## src/rtl/seg_digit_scanner.sv

```systemverilog
// Four-digit seven-segment scanner: rotates one nibble and its active-low anode every REFRESH_DIV cycles.
// Loads are double-buffered and reach the display at the next frame boundary (1 to 4*REFRESH_DIV cycles later).
module seg_digit_scanner #(
  parameter int REFRESH_DIV = 50000
) (
  input  logic        clk,
  input  logic        rst_n,
  input  logic        load_i,
  input  logic [15:0] value_i,
  input  logic        lzb_en_i,
  output logic [3:0]  nibble_o,
  output logic [3:0]  anode_n_o,
  output logic        frame_tick_o
);

  localparam int CW = $clog2(REFRESH_DIV);
  localparam logic [CW-1:0] DIV_MAX = CW'(REFRESH_DIV - 1);

  logic [CW-1:0] div_cnt_q, div_cnt_d;
  logic [1:0]    dig_sel_q, dig_sel_d;
  logic [15:0]   shadow_q, shadow_d;
  logic          pending_q, pending_d;
  logic [15:0]   shown_q, shown_d;
  logic          tick;
  logic          blank;

  assign tick         = (div_cnt_q == DIV_MAX);
  assign frame_tick_o = tick && (dig_sel_q == 2'd3);

  always_ff @(posedge clk or negedge rst_n) begin
    if (!rst_n) begin
      div_cnt_q <= '0;
      dig_sel_q <= 2'd0;
      shadow_q  <= 16'h0;
      pending_q <= 1'b0;
      shown_q   <= 16'h0;
    end else begin
      div_cnt_q <= div_cnt_d;
      dig_sel_q <= dig_sel_d;
      shadow_q  <= shadow_d;
      pending_q <= pending_d;
      shown_q   <= shown_d;
    end
  end

  always_comb begin
    div_cnt_d = tick ? '0 : div_cnt_q + CW'(1);
    dig_sel_d = tick ? dig_sel_q + 2'd1 : dig_sel_q;
    shadow_d  = shadow_q;
    pending_d = pending_q;
    shown_d   = shown_q;
    if (frame_tick_o && pending_q) begin
      shown_d   = shadow_q;
      pending_d = 1'b0;
    end
    // A load on the boundary cycle re-arms pending so it lands one frame later.
    if (load_i) begin
      shadow_d  = value_i;
      pending_d = 1'b1;
    end
  end

  always_comb begin
    blank = 1'b0;
    if (lzb_en_i) begin
      case (dig_sel_q)
        2'd1:    blank = (shown_q[15:4]  == 12'h0);
        2'd2:    blank = (shown_q[15:8]  == 8'h0);
        2'd3:    blank = (shown_q[15:12] == 4'h0);
        default: blank = 1'b0;
      endcase
    end
  end

  always_comb begin
    case (dig_sel_q)
      2'd0:    nibble_o = shown_q[3:0];
      2'd1:    nibble_o = shown_q[7:4];
      2'd2:    nibble_o = shown_q[11:8];
      default: nibble_o = shown_q[15:12];
    endcase
    anode_n_o = blank ? 4'b1111 : ~(4'b0001 << dig_sel_q);
  end

endmodule

```

## config.mk

```make
export PLATFORM = sky130hd
export DESIGN_NAME = seg_digit_scanner
export DESIGN_NICKNAME = d
export VERILOG_FILES = /design/src/rtl/seg_digit_scanner.sv
export SDC_FILE = /design/constraint.sdc
export NUM_CORES = 1
export LEC_CHECK = 0
export CAP_MARGIN = 40
export CORE_MARGIN = 4
export CORE_UTILIZATION = 25
export DETAILED_ROUTE_END_ITERATION = 8
export HOLD_SLACK_MARGIN = 0.12
export PLACE_DENSITY = 0.42
export SYNTH_ARGS = -nofsm -noshare
export SYNTH_HDL_FRONTEND = slang
export SYNTH_SLANG_ARGS = --single-unit
```

## constraint.sdc

```tcl
create_clock -name clk -period 2.4 [get_ports clk]
set_input_delay 0.36 -clock clk [delete_from_list [all_inputs] [get_ports clk]]
set_output_delay 0.36 -clock clk [all_outputs]
set_load 0.02 [all_outputs]
```

==> metrics.txt <==
H-Tree Level Count 2; VDD IR max 0.2195 mV; GRT busiest layer met2; Residual DRC 0; via density per instance 4.276; top_reg_cell synth dfrtp_1; Starting Density ~26%; Post-synth EDFFs 0; startpoint types flop; Synth Cell Area 2364 um^2; Nets 241; Synth area leader dfrtp_1; Sw Share 22.77%; Antenna diodes 0; Mapped Nets 208; CTS sink cnt 51; met3 Use GR 2.878%; grt met1 use around an eighth; Worst-Margin Slew 662.5 ps; Slew headroom 55.83%; Std-Cell Rows 35; Yosys warnings 0; final hold vios 0; async set-reset flop share out of synthesis 100.0%; Setup Skew between 10 and 15 ps; Unique masters post-synth 30; I/O pin count 29; Longest Clk Path Bufs 2; CTS tree yes; WP data arrival 1890 ps; Die Span Y 105.2 um; Sum Neg Setup Slack 0 ps; clk slew on worst S/H paths roughly 90 ps; CORE AREA 9240 um^2; sequential element share of the synthesized area a little over half; largest net degree at the start of global routing 52; post-route antenna net violation count 0; most frequent cells after synthesis dfrtp_1 (51), mux2_2 (22), inv_1 (11), nor2_1 (11), mux2_4 (10); pwr dens 521.0 nW/um^2; initial antenna violation count 0; HP Class input port to async pin; Yosys reg bits 51; # setup viols final 0; min cycle time layout between 2000 and 2500 ps; clk root buf clkbuf_8; r2r worst-path depth 6; Avg Cell Area, Syn 13.06 um^2; DIE AREA 11,070 um^2; PortBufs 28; Comb pwr share 5.7%; Pint roughly 0.0011 W; met2 Usage GRT approximately 14%; Synth area leaders dfrtp_1 (54%), mux2_2 (10%), mux2_4 (6.4%), ha_1 (3.7%), xnor2_1 (3.0%); outcome complete, no violations; ratio of final minimum period to clock period 93.93%; leakage power roughly 1.2 nW; critical path's slowest cell dfrtp_1; Max Clock Freq 443.6 MHz; final instance area roughly 2800 um^2; top-count cell post-synth dfrtp_1; Reg2Reg Setup Slack 270 ps; GRT Resource Usage Total under 10%; Cell Area, Placed between 2000 and 3000 um^2; WL per Instance about 13 um; CP max FO 5; area grow syn2layout 20.17%; Final Max Slew Viols 0; crit path cell chain inv_1 -> ha_1 -> a222oi_1 -> mux2i_1 -> dlygate4sd2_1; first-pass GRT wire length 8052 um; Starting DRT DRC Count 32; Synth top area share 54.00%; router iterations before antenna repair 6; RSZ-0062 raised after global routing no; vias in the first global route roughly 1,600; max-cap violations 0; worst skew pair latency 300 ps; global route overflow 0; layout cells sized above 1 between 20% and 30%; GP Congestion about 0.69; clock power share 33.5%; Worst setup EP type output port; DR vias 1,471; Worst Path Required ~2000 ps; Syn Inst Count 181; crit-path max cell delay roughly 380 ps; crit path kind flop to output port; Detailed Place HPWL 3268 um; P_sw 0.0003368 W; total routed wirelength 4626 um; CTS Buf Count 5; Die X roughly 110 um; Seq pwr share 60.8%
==> kinds of logic after synthesis <==
logic type | share of synthesized area (%)
flip-flops | 54.00
AND/OR/NAND/NOR | 10.69
multiplexers | 18.53
buffers and inverters | 4.341
XOR/XNOR | 5.559
AO/OA/AOI/OAI | 3.176
adder cells (fa/ha/maj) | 3.705
==> placed cells by master, fill, tap and decap left out, types with 5 or more instances in the layout <==
| master | netlist | layout |
|---|---|---|
| xor2_1 | 7 | 7 |
| dlygate4sd2_1 | 0 | 5 |
| ha_1 | 7 | 7 |
| nor4_1 | 5 | 5 |
| clkbuf_8 | 0 | 5 |
| nand3_1 | 7 | 7 |
| xnor2_1 | 8 | 8 |
| nand2_1 | 5 | 5 |
| clkdlybuf4s50_1 | 0 | 19 |
| dfrtp_1 | 51 | 51 |
| mux2_4 | 10 | 10 |
| nor2_1 | 11 | 11 |
| buf_4 | 0 | 5 |
| inv_1 | 11 | 11 |
| mux2_2 | 22 | 22 |
==> worst max-delay path: cells and delay by family (launching register included) <==
family                   cells  cell delay [ps]
buffers and inverters        2              450
flip-flops                   1              380
AO/OA/AOI/OAI                1              370
adder cells (fa/ha/maj)      1              280
multiplexers                 1              120
==> per-layer routing <==
metal  wire, um  up-vias
li1           -      701
met1       2206      742
met2       2167       24
met3        218        4
met4         33        0
met5          0        -
==> sequential cells by signal, indices dropped and copies added (netlist names) <==
register   flops
div_cnt_q     16
shadow_q      16
shown_q       16
dig_sel_q      2
pending_q      1
==> through the flow <==
stage | total power, W | hold slack (ps) | setup WS, ps | util (%) | cells
floorplan | 0.0009452 | 64.41 | 448.5 | - | 181
global placement | 0.001005 | 460.9 | 71.05 | 29.88 | 334
detailed placement | 0.001005 | 466.5 | 32.31 | 29.88 | 334
CTS | 0.001508 | 190.7 | 38.24 | 30.70 | 342
global route | 0.001557 | 207.9 | 11.42 | 30.74 | 344
finish | 0.001480 | 148.1 | 145.7 | 30.74 | 344
==> power groups by stage <==
stage,combinational [W],clock (W),sequential (W)
2_1_floorplan,0.0000335,0,0.000912
4_1_cts,0.0000879,0.000519,0.000901
5_1_grt,0.0000953,0.000557,0.000905
3_5_place_dp,0.0000875,0,0.000918
6_report,0.0000838,0.000496,0.000900
3_3_place_gp,0.0000869,0,0.000918
==> layout make-up <==
type	instances	area, um^2
Clock inverter	2	12.51
Inverter	11	41.29
Sequential cell	51	1276
Timing Repair Buffer	33	291.5
Tap cell	129	161.4
Clock buffer	6	72.57
Multi-Input combinational cell	112	984.7
Fill cell	940	6400
==> timing repair <==
item / CTS / global route
setup endpoints to repair: 8 / 6
hold buffers: 0 / 0
gates resized for setup: 8 / 8
pin swaps: 0 / 2
gates cloned: 0 / 0
buffers inserted: 0 / 2
==> final timing paths <==
kind                         startpoint           end
setup / recovery           dig_sel_q[0]   nibble_o[3]
hold / removal                    rst_n   shadow_q[7]
setup reg to reg           div_cnt_q[0]    shown_q[2]
hold reg to reg               pending_q     pending_q
max in group asynchronous         rst_n  shadow_q[10]
min in group clk              pending_q     pending_q
(Power assumes the default switching activity.)
